[config.mk]
export PLATFORM = sky130hd
export DESIGN_NAME = modulo_tabuleiro_batalha_param_flat
export DESIGN_NICKNAME = d
export VERILOG_FILES = /design/src/rtl/modulo_tabuleiro_batalha_param_if.sv /design/src/rtl/modulo_tabuleiro_batalha_param.sv /design/src/flat_wrapper.sv
export SDC_FILE = /design/constraint.sdc
export NUM_CORES = 1
export LEC_CHECK = 0
export BUFFER_PORTS_ARGS = -buffer_cell sky130_fd_sc_hd__buf_4
export CAP_MARGIN = 20
export CORE_ASPECT_RATIO = 1.25
export CORE_MARGIN = 2
export CORE_UTILIZATION = 30
export CTS_CLUSTER_SIZE = 28
export DETAILED_ROUTE_END_ITERATION = 10
export PLACE_DENSITY = 0.5
export SKIP_CTS_REPAIR_TIMING = 1
export SLEW_MARGIN = 20
export SYNTH_ARGS = -nofsm -noshare
export SYNTH_HDL_FRONTEND = slang
export SYNTH_SLANG_ARGS = --single-unit
[constraint.sdc]
create_clock -name clk -period 2.15 [get_ports clk]
set_input_delay 0.43 -clock clk [delete_from_list [all_inputs] [get_ports clk]]
set_output_delay 0.43 -clock clk [all_outputs]
set_load 0.005 [all_outputs]
[src/rtl/modulo_tabuleiro_batalha_param_if.sv]
// rtl/modulo_tabuleiro_batalha_param_if.sv - button/coordinate inputs and board/display outputs of the battleship controller
interface modulo_tabuleiro_batalha_param_if #(
  parameter int ROWS = 7,
  parameter int COLS = 5
);
  localparam int ROW_W = $clog2(ROWS);
  localparam int COL_W = $clog2(COLS);

  logic                   button_confirmation;
  logic                   button_clear;
  logic [ROW_W+COL_W-1:0] coord_at;
  logic [2:0]             status;
  logic [5:0]             hits;
  logic                   game_over;
  logic [COLS-1:0]        m_col;
  logic [ROWS-1:0]        m_line;
  logic [3:0]             out_digit;
  logic [3:0]             out_7seg_ac;

  modport master (
    output button_confirmation, button_clear, coord_at,
    input  status, hits, game_over, m_col, m_line, out_digit, out_7seg_ac
  );

  modport slave (
    input  button_confirmation, button_clear, coord_at,
    output status, hits, game_over, m_col, m_line, out_digit, out_7seg_ac
  );
endinterface

[src/rtl/modulo_tabuleiro_batalha_param.sv]
// rtl/modulo_tabuleiro_batalha_param.sv - battleship board controller with shot FSM, LED matrix scan and digit mux
module modulo_tabuleiro_batalha_param #(
  parameter int                   ROWS     = 7,
  parameter int                   COLS     = 5,
  parameter logic [ROWS*COLS-1:0] SHIP_MAP = '0,
  parameter int                   SCAN_DIV = 50000,
  parameter int                   BLINK_FR = 8
) (
  input logic                             clk,
  input logic                             clr,
  modulo_tabuleiro_batalha_param_if.slave bus
);
  localparam int ROW_W = $clog2(ROWS);
  localparam int COL_W = $clog2(COLS);
  localparam int DIV_W = $clog2(SCAN_DIV);
  localparam int FR_W  = $clog2(BLINK_FR) + 1;

  function automatic int count_ships(input logic [ROWS*COLS-1:0] m);
    int n;
    n = 0;
    for (int i = 0; i < ROWS * COLS; i++) n += int'(m[i]);
    return n;
  endfunction

  localparam int         SHIPS          = count_ships(SHIP_MAP);
  // With more ship cells than the 6-bit counter can hold the game can never end.
  localparam bit         OVER_REACHABLE = (SHIPS <= 63);
  localparam logic [5:0] SHIPS_6        = 6'(SHIPS);

  localparam logic [2:0] ST_READY   = 3'b000;
  localparam logic [2:0] ST_MISS    = 3'b001;
  localparam logic [2:0] ST_HIT     = 3'b010;
  localparam logic [2:0] ST_REPEAT  = 3'b011;
  localparam logic [2:0] ST_INVALID = 3'b100;
  localparam logic [2:0] ST_OVER    = 3'b101;

  typedef enum logic [1:0] {S_IDLE, S_CHECK, S_OVER} state_t;

  state_t                 state_q;
  logic                   conf_prev_q, clear_prev_q, conf_rise_q, clear_rise_q;
  logic [ROW_W-1:0]       crd_row_q;
  logic [COL_W-1:0]       crd_col_q;
  logic [ROWS*COLS-1:0]   shots_q;
  logic [5:0]             hits_q;
  logic [2:0]             status_q;
  logic                   game_over_q;

  logic                   cell_valid, cell_ship, cell_shot;
  logic [ROWS*COLS-1:0]   cell_mask;
  logic [5:0]             hits_new;

  // Decode the latched coordinate by matching real cells, so unused encodings stay invalid.
  always_comb begin
    cell_valid = 1'b0;
    cell_ship  = 1'b0;
    cell_shot  = 1'b0;
    cell_mask  = '0;
    for (int r = 0; r < ROWS; r++) begin
      for (int c = 0; c < COLS; c++) begin
        if (crd_row_q == ROW_W'(r) && crd_col_q == COL_W'(c)) begin
          cell_valid             = 1'b1;
          cell_ship              = SHIP_MAP[r*COLS+c];
          cell_shot              = shots_q[r*COLS+c];
          cell_mask[r*COLS+c]    = 1'b1;
        end
      end
    end
    hits_new = (cell_ship && hits_q != 6'd63) ? hits_q + 6'd1 : hits_q;
  end

  always_ff @(posedge clk) begin
    if (clr) begin
      state_q      <= S_IDLE;
      conf_prev_q  <= 1'b0;
      clear_prev_q <= 1'b0;
      conf_rise_q  <= 1'b0;
      clear_rise_q <= 1'b0;
      crd_row_q    <= '0;
      crd_col_q    <= '0;
      shots_q      <= '0;
      hits_q       <= '0;
      status_q     <= ST_READY;
      game_over_q  <= 1'b0;
    end else begin
      conf_prev_q  <= bus.button_confirmation;
      clear_prev_q <= bus.button_clear;
      conf_rise_q  <= bus.button_confirmation & ~conf_prev_q;
      clear_rise_q <= bus.button_clear & ~clear_prev_q;
      if (clear_rise_q) begin
        shots_q     <= '0;
        hits_q      <= '0;
        status_q    <= ST_READY;
        game_over_q <= 1'b0;
        state_q     <= S_IDLE;
      end else begin
        case (state_q)
          S_IDLE: begin
            if (conf_rise_q) begin
              crd_row_q <= bus.coord_at[ROW_W+COL_W-1:COL_W];
              crd_col_q <= bus.coord_at[COL_W-1:0];
              state_q   <= S_CHECK;
            end
          end
          S_CHECK: begin
            state_q <= S_IDLE;
            if (!cell_valid) begin
              status_q <= ST_INVALID;
            end else if (cell_shot) begin
              status_q <= ST_REPEAT;
            end else begin
              shots_q  <= shots_q | cell_mask;
              hits_q   <= hits_new;
              status_q <= cell_ship ? ST_HIT : ST_MISS;
              if (OVER_REACHABLE && hits_new == SHIPS_6) begin
                status_q    <= ST_OVER;
                game_over_q <= 1'b1;
                state_q     <= S_OVER;
              end
            end
          end
          default: ;
        endcase
      end
    end
  end

  logic [DIV_W-1:0] div_q;
  logic [COL_W-1:0] col_q;
  logic [1:0]       dig_q;
  logic [FR_W-1:0]  frame_q;
  logic             blink_q;
  logic [COLS-1:0]  m_col_q;
  logic [ROWS-1:0]  m_line_q, line_d;
  logic [3:0]       ac_q, digit_q, digit_d;
  logic             tick;

  assign tick = (div_q == DIV_W'(SCAN_DIV - 1));

  // Hit cells light steadily; miss cells follow the blink phase.
  always_comb begin
    line_d = '0;
    for (int r = 0; r < ROWS; r++)
      for (int c = 0; c < COLS; c++)
        if (col_q == COL_W'(c))
          line_d[r] = shots_q[r*COLS+c] & (SHIP_MAP[r*COLS+c] | blink_q);
  end

  always_comb begin
    case (dig_q)
      2'd0:    digit_d = {1'b0, status_q};
      2'd1:    digit_d = 4'(crd_row_q);
      2'd2:    digit_d = 4'(crd_col_q);
      default: digit_d = (hits_q > 6'd15) ? 4'hF : hits_q[3:0];
    endcase
  end

  always_ff @(posedge clk) begin
    if (clr) begin
      div_q    <= '0;
      col_q    <= '0;
      dig_q    <= '0;
      frame_q  <= '0;
      blink_q  <= 1'b0;
      m_col_q  <= COLS'(1);
      m_line_q <= '0;
      ac_q     <= 4'b1110;
      digit_q  <= 4'd0;
    end else begin
      div_q <= tick ? '0 : div_q + DIV_W'(1);
      if (tick) begin
        dig_q <= dig_q + 2'd1;
        if (col_q == COL_W'(COLS - 1)) begin
          col_q <= '0;
          if (frame_q == FR_W'(BLINK_FR - 1)) begin
            frame_q <= '0;
            blink_q <= ~blink_q;
          end else begin
            frame_q <= frame_q + FR_W'(1);
          end
        end else begin
          col_q <= col_q + COL_W'(1);
        end
      end
      m_col_q  <= COLS'(1) << col_q;
      m_line_q <= line_d;
      ac_q     <= ~(4'b0001 << dig_q);
      digit_q  <= digit_d;
    end
  end

  assign bus.status      = status_q;
  assign bus.hits        = hits_q;
  assign bus.game_over   = game_over_q;
  assign bus.m_col       = m_col_q;
  assign bus.m_line      = m_line_q;
  assign bus.out_digit   = digit_q;
  assign bus.out_7seg_ac = ac_q;
endmodule

[src/flat_wrapper.sv]
// flat-port wrapper written by rule: the top's interface ports become plain ports
module modulo_tabuleiro_batalha_param_flat 
#(
  parameter int                   ROWS     = 7,
  parameter int                   COLS     = 5,
  parameter logic [ROWS*COLS-1:0] SHIP_MAP = '0,
  parameter int                   SCAN_DIV = 50000,
  parameter int                   BLINK_FR = 8
)
  (clk, clr, bus_button_confirmation, bus_button_clear, bus_coord_at, bus_status, bus_hits, bus_game_over, bus_m_col, bus_m_line, bus_out_digit, bus_out_7seg_ac);
  modulo_tabuleiro_batalha_param_if #(.ROWS(ROWS), .COLS(COLS)) bus_i ();
  input logic clk;
  input logic clr;
  input wire logic [$bits(bus_i.button_confirmation)-1:0] bus_button_confirmation;
  input wire logic [$bits(bus_i.button_clear)-1:0] bus_button_clear;
  input wire logic [$bits(bus_i.coord_at)-1:0] bus_coord_at;
  output wire logic [$bits(bus_i.status)-1:0] bus_status;
  output wire logic [$bits(bus_i.hits)-1:0] bus_hits;
  output wire logic [$bits(bus_i.game_over)-1:0] bus_game_over;
  output wire logic [$bits(bus_i.m_col)-1:0] bus_m_col;
  output wire logic [$bits(bus_i.m_line)-1:0] bus_m_line;
  output wire logic [$bits(bus_i.out_digit)-1:0] bus_out_digit;
  output wire logic [$bits(bus_i.out_7seg_ac)-1:0] bus_out_7seg_ac;
  assign bus_i.button_confirmation = bus_button_confirmation;
  assign bus_i.button_clear = bus_button_clear;
  assign bus_i.coord_at = bus_coord_at;
  assign bus_status = bus_i.status;
  assign bus_hits = bus_i.hits;
  assign bus_game_over = bus_i.game_over;
  assign bus_m_col = bus_i.m_col;
  assign bus_m_line = bus_i.m_line;
  assign bus_out_digit = bus_i.out_digit;
  assign bus_out_7seg_ac = bus_i.out_7seg_ac;
  modulo_tabuleiro_batalha_param #(.ROWS(ROWS), .COLS(COLS), .SHIP_MAP(SHIP_MAP), .SCAN_DIV(SCAN_DIV), .BLINK_FR(BLINK_FR)) u_core (.clk(clk), .clr(clr), .bus(bus_i));
endmodule
==> results of run 1 <==
## worst max path at each step
stage / end / slack, ps / start
2_1_floorplan: u_core.bus.status[2] / 50 / u_core.crd_row_q[0]
3_3_place_gp: u_core.bus.status[2] / -150 / u_core.crd_row_q[0]
3_5_place_dp: u_core.shots_q[30] / -140 / u_core.crd_row_q[1]
4_1_cts: u_core.shots_q[25] / -150 / u_core.crd_row_q[1]
5_1_grt: u_core.shots_q[24] / -120 / u_core.crd_col_q[1]
6_report: u_core.bus.status[2] / -20 / u_core.crd_col_q[0]
## flip-flops by register name (all words and copies together) (netlist names), 4 cells and up
signal,flops
u_core.div_q,16
u_core.bus.out_7seg_ac,4
u_core.bus.m_line,7
u_core.shots_q,35
u_core.bus.m_col,5
u_core.frame_q,4
## where the power goes
group	total [W]	internal, W	switching (W)
combinational	0.000291	0.000131	0.000160
sequential	0.00181	0.00179	0.0000202
clock	0.00168	0.000952	0.000726
## metal layers
| metal | up-vias | share of wire [%] | wire [µm] | track usage, % |
|---|---|---|---|---|
| met1 | 1865 | 43 | 5376 | 18.96 |
| met3 | 20 | 3.8 | 478 | 1.829 |
| met2 | 98 | 50 | 6267 | 28.05 |
| li1 | 1950 | - | - | - |
| met4 | 0 | 2.5 | 309 | 7.125 |
| met5 | - | 0 | 0 | 0 |
## worst reg2reg max path, delay by kind of cell, from the launching register on
family | cells | cell delay, ps
simple gates | 3 | 750
compound gates | 3 | 580
flops | 1 | 410
buf+inv | 2 | 300
## Yosys cell counts (all sizes together) (3+ instances only)
master	instances	area, µm²
inv	10	37.54
o22ai	3	18.77
a22oi	7	52.55
nor3	10	61.31
o21ai	39	198.9
or3	4	25.02
a211oi	16	120.1
mux2	3	33.78
clkbuf	19	71.32
or2	3	18.77
xor2	6	52.55
nor4b	3	32.53
nand2	50	187.7
mux2i	14	140.1
nor3b	10	75.07
buf	17	98.84
a21oi	23	115.1
nand3b	6	45.04
or3b	4	37.54
nand3	25	125.1
xnor2	10	87.58
nor2b	8	50.05
ha	12	150.1
and3	11	68.82
dfxtp	96	1922
nand2b	10	62.56
a222oi	3	30.03
nor2	61	229.0
## area by class of cell
type,instances,area share [%]
Clock buffer,10,4.118
Clock inverter,6,1.315
Inverter,10,0.6468
Multi-Input combinational cell,377,42.82
Sequential cell,96,33.46
Tap cell,178,3.838
Timing Repair Buffer,102,13.80
## through the flow
stage | setup WS, ps | TNS (ps) | util [%]
2_1_floorplan | 47.54 | 0 | -
3_3_place_gp | -151.7 | -3108 | 36.22
3_5_place_dp | -141.5 | -3513 | 36.22
4_1_cts | -151.0 | -3943 | 38.41
5_1_grt | -116.4 | -2582 | 40.28
6_report | -16.41 | -16.41 | 40.28
## cells in the final DEF (no fill, tap or decap), drive strengths merged, types with 11 or more instances in the layout
cell / count
buf: 102
dfxtp: 96
nor2: 61
nand2: 50
o21ai: 39
nand3: 25
a21oi: 23
a211oi: 16
mux2i: 14
ha: 12
inv: 12
and3: 11
## cells by family (layout without fill, tap and decap cells)
group	after synthesis	count (layout)
AOI/OAI and AO/OA	112	112
xor gates and xnor gates	16	16
adders and majority gates	12	12
buffers and inverters	46	128
DFF	96	96
muxes	17	17
other	1	7
and+or+nand+nor	213	213
==> impl_metrics.tcl, run 1 <==
set metrics [dict create \
    slew_headroom_pct 63.05 \
    synth-adder-area-share_pct 3.397 \
    r2r_start "u_core.crd_col_q[0]" \
    synth_edf_count 0 \
    cts.htree.levels 3 \
    finalCritPeriodShare_pct 100.8 \
    drc 0 \
    ant_nets 0 \
    crit_path_start_kind "register" \
    grt_pass1_wl_mm 20.03 \
    violations "setup timing" \
    hold_depth 2 \
    holdPathEnd "u_core.clear_prev_q" \
    final_nets 618 \
    synth.distinct_cells 58 \
    synthArstFlopShare_pct 0 \
    regArea_mm2 0.001942 \
    row_count 49 \
    timing.hold.ws_ps 319.6 \
    fmax_mhz 461.6 \
    cts.sinks 96 \
    grt_max_degree 30 \
    r2r-end "u_core.bus.status[2]" \
    dieWidth_um 112.6 \
    cp.required_ps 2380 \
    critPathMaxStageDelay_ps 410 \
    cp_slowest_cell "dfxtp_4" \
    layout-drive-gt1-share_pct 28.12 \
    synth_compound_area_share_pct 16.81 \
    period_needed_ps 2166 \
    p_per_area_mw_per_mm2 652.0 \
    cpMostUsedCell "buf_4" \
    grt_pass1_vias 3905 \
    avgSynthCellArea_um2 8.617 \
    dp_hpwl_mm 9.085 \
    endpoint_kind "register" \
    final-hold-violation-count 0 \
    slew_violations 0 \
    grt_use_total_pct 15.81 \
    worstPathMaxFanout 8 \
    final_cells 779 \
    crit_type "register to register" \
    clkTransAtPathRegs_ps 70 \
    ios 40 \
    die_h_um 139.7 \
    port_buffers 32 \
    vdd_ir_drop_max_mv 0.3685 \
    grt_remaining_overflow 0 \
    syn_inst 513 \
    grt_setup_unrepaired "yes" \
    r2r_setup_slack_ps -20 \
    ys_ff_latch 96 \
    numCtsBuffers 9 \
    vias_per_cell 5.049 \
    status "complete, but fails checks" \
    synth_area_mm2 0.004420 \
    timing.final.ws_setup_ps -16.41 \
    multi_input_area_mm2 0.002485 \
    dpl_cell_area_mm2 0.005219 \
    ff2ff_path_depth 8 \
    fin_area_mm2 0.005803 \
    synthMuxAreaShare_pct 3.934 \
    drt-total-wl_mm 12.43 \
    fin_skew_ps 7.467 \
    antenna_cells 0 \
    gp_congestion 0.9972 \
    dr.pass1.iters 6 \
    area_growth_pct 31.28 \
    wl_per_cell_um 15.96 \
    core_mm2 0.01441 \
    clockBufferDepth 2 \
    hp-start "bus_button_clear" \
    power_w 0.003783 \
    dieArea_mm2 0.01573 \
    yosys.area_share.simple_pct 24.43 \
    cts_tree "yes" \
    insertion_delay_ps 350 \
    start_util_pct 30.68 \
    setup_viol 1 \
    synth_top_family_by_area "simple AND/OR/NAND/NOR gates" \
    p_leak_nw 2.243 \
    antenna_found_initial 0 \
    hold_path.class "primary input to register" \
    worstPathCellList "buf_4 -> nor2b_1 -> a21o_1 -> o21ai_2 -> a32o_2 -> buf_4 -> or3_4 -> nor3b_1" \
    critical_path_cell_count 8 \
    first_iter_violations 157 \
    drv_cap 0 \
    ys_seq_area_share_pct 43.48 \
    ys.flop_type "dfxtp_1" \
    yosys.area_share.xor_xnor_pct 3.170 \
    yosys_warnings 0 \
    fillerInstances 1432 \
    critPathBufInv 2 \
    vias 3933 \
    place_inst 757 \
    cp_top_family "simple AND/OR/NAND/NOR gates" \
    tightestPinTransition_ps 554.2 \
    cp.arrival_ps 2390 \
    cts_root_buf "clkbuf_16" \
]
Power figures use the tool's default switching activity.
==> run 2: changes to the inputs <==
--- a/config.mk
+++ b/config.mk
@@ -9,10 +9,10 @@
 export CAP_MARGIN = 20
 export CORE_ASPECT_RATIO = 1.25
 export CORE_MARGIN = 2
-export CORE_UTILIZATION = 30
+export CORE_UTILIZATION = 53
 export CTS_CLUSTER_SIZE = 28
 export DETAILED_ROUTE_END_ITERATION = 10
-export PLACE_DENSITY = 0.5
+export PLACE_DENSITY = 0.77
 export SKIP_CTS_REPAIR_TIMING = 1
 export SLEW_MARGIN = 20
 export SYNTH_ARGS = -nofsm -noshare
==> impl_metrics.tcl, run 2 (synthesis results as in run 1) <==
set metrics [dict create \
    status "complete, but fails checks" \
    dr.pass1.iters 9 \
    final_nets 619 \
    gp_congestion 0.9603 \
    largest_reg_flops 35 \
    hold_path.class "primary input to register" \
    grt_max_degree 43 \
    dp_worst_setup_slack_ps -240.4 \
    worstPathMaxFanout 7 \
    drt-total-wl_mm 13.33 \
    numCtsBuffers 9 \
    final-hold-violation-count 0 \
    setup_tns_ps -3251 \
    cts.sinks 96 \
    wl_per_cell_um 19.07 \
    grtUsageMet1_pct 29.98 \
    slew_violations 0 \
    p_per_area_mw_per_mm2 617.9 \
    dieWidth_um 85.69 \
    antenna_cells 0 \
    cp.required_ps 2400 \
    vias 4300 \
    top_register "u_core.shots_q" \
    cts.htree.levels 3 \
    start_util_pct 54.25 \
    most-common-layout-cells "90 x buf_4, 90 x dfxtp_1, 60 x nor2_1" \
    finalCritPeriodShare_pct 106.8 \
    dp_hpwl_mm 8.363 \
    use_met3_pct 5.202 \
    timing.final.ws_setup_ps -146.0 \
    critPathMaxStageDelay_ps 390 \
    cp_slowest_cell "or3_4" \
    cts_tree "yes" \
    core_mm2 0.008148 \
    grtUsageMet2_pct 43.36 \
    vias_per_cell 6.152 \
    dieArea_mm2 0.009092 \
    endpoint_kind "register" \
    clkTransAtPathRegs_ps 90 \
    die_h_um 106.1 \
    drv_cap 0 \
    grt_remaining_overflow 0 \
    violations "setup timing" \
    slew_headroom_pct 64.62 \
    cpMostUsedCell "buf_4" \
    cts_root_buf "clkbuf_8" \
    period_needed_ps 2296 \
    layout-drive-gt1-share_pct 29.24 \
    port_buffers 32 \
    worstPathCellList "buf_6 -> nor4b_2 -> a21o_1 -> o21ai_2 -> buf_4 -> a32o_2 -> buf_4 -> or3_4 -> nor3b_1" \
    clockBufferDepth 2 \
    cp.arrival_ps 2550 \
    p_leak_nw 2.286 \
    ios 40 \
    area_growth_pct 31.14 \
    antenna_found_initial 0 \
    setup_viol 36 \
    tightestPinTransition_ps 530.7 \
    fin_skew_ps 13.66 \
    grt_pass1_vias 3835 \
    final_util_pct 71.15 \
    grt_use_total_pct 25.28 \
    insertion_delay_ps 380 \
    row_count 37 \
    crit_type "register to register" \
    ant_nets 0 \
    grt_pass1_wl_mm 18.21 \
    grt_setup_unrepaired "yes" \
    grt.busiest_layer "met2" \
    timing.hold.ws_ps 291.5 \
    vdd_ir_drop_max_mv 0.4501 \
    crit_path_start_kind "register" \
    fmax_mhz 435.5 \
    drc 0 \
    critPathBufInv 3 \
    cp_top_family "simple AND/OR/NAND/NOR gates" \
    first_iter_violations 502 \
]
[run 2: changes by cell type in the layout (fill, tap and decap cells not counted), sizes merged]
| cell | change |
|---|---|
| bufinv | +2 |
| clkbuf | +2 |
| clkinv | -2 |
| buf | -1 |
| clkinvlp | +1 |
| inv | -1 |
[run 2: stage by stage]
stage | area, µm² | instances | power [W]
floorplan | 4443 | 519 | 0.002003
global placement | 5085 | 670 | 0.002104
detailed placement | 5085 | 670 | 0.002109
CTS | 5328 | 686 | 0.003496
global route | 5797 | 699 | 0.003680
finish | 5797 | 699 | 0.003582
[run 2: where the power goes]
group          total, W  switching [W]  internal (W)  leakage (nW)
registers       0.00181      0.0000221       0.00179         0.780
logic          0.000338       0.000182      0.000155          1.39
clock network   0.00143       0.000651      0.000779         0.117
[run 2: metal layers]
layer / part of all wire (%) / vias to the layer above
met5: 0 / -
met4: 7.0 / 0
met3: 7.3 / 79
met2: 49 / 253
met1: 37 / 2012
li1: - / 1956
[run 2: cell type report]
class / count / area, µm²
repair buffers: 103 / 878.3
clock inverters: 6 / 115.1
fillers: 590 / 2351
well taps: 97 / 121.4
multi-input cells: 377 / 2572
flip-flops and latches: 96 / 1944
inverters: 10 / 37.54
clock buffers: 10 / 127.6
[run 2: worst paths after layout]
kind	startpoint	to	slack (ps)	cells past startpoint
worst min-delay path	bus_coord_at[4]	u_core.crd_row_q[1]	290	3
worst min register to register	u_core.clear_prev_q	u_core.clear_rise_q	390	1
worst max register to register	u_core.crd_col_q[1]	u_core.bus.status[2]	-150	9
worst max-delay path	u_core.crd_col_q[1]	u_core.bus.status[2]	-150	9
[run 2: worst reg2reg max path: cells and delay by family (launching register included)]
family | cells | cell delay (ps)
and+or+nand+nor | 3 | 860
DFF | 1 | 380
buffers and inverters | 3 | 440
AOI/OAI and AO/OA | 3 | 510
==> run 3: changes to the inputs <==
--- a/config.mk
+++ b/config.mk
@@ -7,7 +7,6 @@
 export LEC_CHECK = 0
 export BUFFER_PORTS_ARGS = -buffer_cell sky130_fd_sc_hd__buf_4
 export CAP_MARGIN = 20
-export CORE_ASPECT_RATIO = 1.25
 export CORE_MARGIN = 2
 export CORE_UTILIZATION = 53
 export CTS_CLUSTER_SIZE = 28
==> impl_metrics.tcl, run 3 (synthesis results as in run 1) <==
set metrics [dict create \
    status "complete, but fails checks" \
    violations "setup timing" \
    port_buffers 32 \
    clkTransAtPathRegs_ps 100 \
    insertion_delay_ps 380 \
    fmax_mhz 429.8 \
    critPathMaxStageDelay_ps 350 \
    dieArea_mm2 0.009087 \
    fin_skew_ps 10.94 \
    wl_per_cell_um 17.04 \
    row_count 33 \
    final-hold-violation-count 0 \
    timing.hold.ws_ps 279.8 \
    cts.htree.levels 3 \
    vias 4171 \
    cp.arrival_ps 2630 \
    switching_share_pct 26.18 \
    power.switching_w 0.0008947 \
    cp_top_family "compound AO/OA/AOI/OAI gates" \
    fillerInstances 599 \
    grt_use_total_pct 25.52 \
    slew_violations 0 \
    vdd_ir_drop_max_mv 0.5562 \
    p_int_w 0.002523 \
    crit_path_start_kind "register" \
    dp_worst_setup_slack_ps -191.6 \
    grt_max_degree 50 \
    antenna_found_initial 0 \
    first_iter_violations 358 \
    area_growth_pct 32.47 \
    grt_remaining_overflow 0 \
    vias_per_cell 5.850 \
    timing.final.ws_setup_ps -176.7 \
    dr.pass1.iters 6 \
    pwr-share-clk_pct 36.9 \
    die_h_um 95.33 \
    worstPathMaxFanout 11 \
    layout-drive-gt1-share_pct 30.59 \
    worstPathCellList "buf_12 -> buf_4 -> nor3_2 -> buf_4 -> nand4b_1 -> o211ai_1 -> a21oi_2 -> nor3_4 -> buf_12 -> o2111ai_4 -> o21ai_1" \
    numCtsBuffers 9 \
    grt_pass1_vias 3645 \
    core_mm2 0.008134 \
    top_register "u_core.shots_q" \
    cts.sinks 96 \
    comb_power_share_pct 10.1 \
    drc 0 \
    crit_type "register to register" \
    endpoint_kind "register" \
    finalCritPeriodShare_pct 108.2 \
    final_nets 625 \
    drv_cap 0 \
    ant_nets 0 \
    seqPwrFrac_pct 53.1 \
    start_util_pct 54.35 \
    tightestPinTransition_ps 531.8 \
    gp_congestion 0.9407 \
    hold_path.class "primary input to register" \
    ios 40 \
    p_leak_nw 2.312 \
    layout_commonest_cell "dfxtp_1" \
    grt_pass1_wl_mm 17.77 \
    antenna_cells 0 \
    setup_viol 36 \
    period_needed_ps 2327 \
    final_util_pct 71.99 \
    dieWidth_um 95.33 \
    grt_setup_unrepaired "yes" \
    drt-total-wl_mm 12.15 \
    most-common-layout-cells "90 x dfxtp_1, 88 x buf_4, 60 x nor2_1" \
    clockBufferDepth 2 \
    largest_reg_flops 35 \
    cp_slowest_cell "dfxtp_2" \
    critPathBufInv 4 \
    cts_root_buf "clkbuf_8" \
    p_per_area_mw_per_mm2 583.6 \
    power_w 0.003417 \
    slew_headroom_pct 64.54 \
    cts_tree "yes" \
    dp_hpwl_mm 8.030 \
    cp.required_ps 2450 \
]
run 3: cell count changes in the layout (fill, tap and decap cells not counted), sizes merged:
cell | before | now
clkbuf | 12 | 11
bufinv | 3 | 1
inv | 11 | 13
buf | 101 | 107
clkinv | 1 | 2
run 3: layout make-up:
type | count | area (µm²) | share of cell area (%)
clock buffers | 9 | 123.9 | 2.115
inverters | 10 | 37.54 | 0.6410
clock inverters | 7 | 87.58 | 1.496
repair buffers | 109 | 978.4 | 16.71
well taps | 105 | 131.4 | 2.244
flip-flops and latches | 96 | 1939 | 33.12
multi-input cells | 377 | 2557 | 43.68
run 3: power groups by stage:
stage / clock network [W] / registers, W / logic (W)
after floorplan: 0 / 0.00185 / 0.000154
after global placement: 0 / 0.00185 / 0.000246
after detailed placement: 0 / 0.00185 / 0.000251
after CTS: 0.00127 / 0.00181 / 0.000251
after global routing: 0.00135 / 0.00182 / 0.000368
final: 0.00126 / 0.00181 / 0.000344
run 3: worst paths after layout:
kind / endpoint / start / slack, ps / cells after the start
min: u_core.crd_col_q[2] / bus_coord_at[2] / 280 / 3
max: u_core.shots_q[2] / u_core.crd_col_q[2] / -180 / 11
max reg2reg: u_core.shots_q[2] / u_core.crd_col_q[2] / -180 / 11
min reg2reg: u_core.conf_rise_q / u_core.conf_prev_q / 400 / 1
run 3: metrics by stage:
| step | cells | setup TNS (ps) | area (µm²) |
|---|---|---|---|
| 2_1_floorplan | 519 | 0 | 4443 |
| 3_3_place_gp | 678 | -2055 | 5120 |
| 4_1_cts | 694 | -5165 | 5331 |
| 5_1_grt | 713 | -5364 | 5856 |
| 3_5_place_dp | 678 | -3928 | 5120 |
| 6_report | 713 | -3883 | 5856 |
run 3: worst min-delay path, stage by stage:
cell     delay [ps]
buf_4            80
mux2i_1          50
nor2_1           70
run 3: layer usage:
metal  up-vias  routed length [µm]  GRT usage, %
met1      1974                5138         33.15
met4         0                 527         9.058
li1       1979                   -             -
met5         -                   0             0
met3        49                 723         5.059
met2       169                5759         42.19
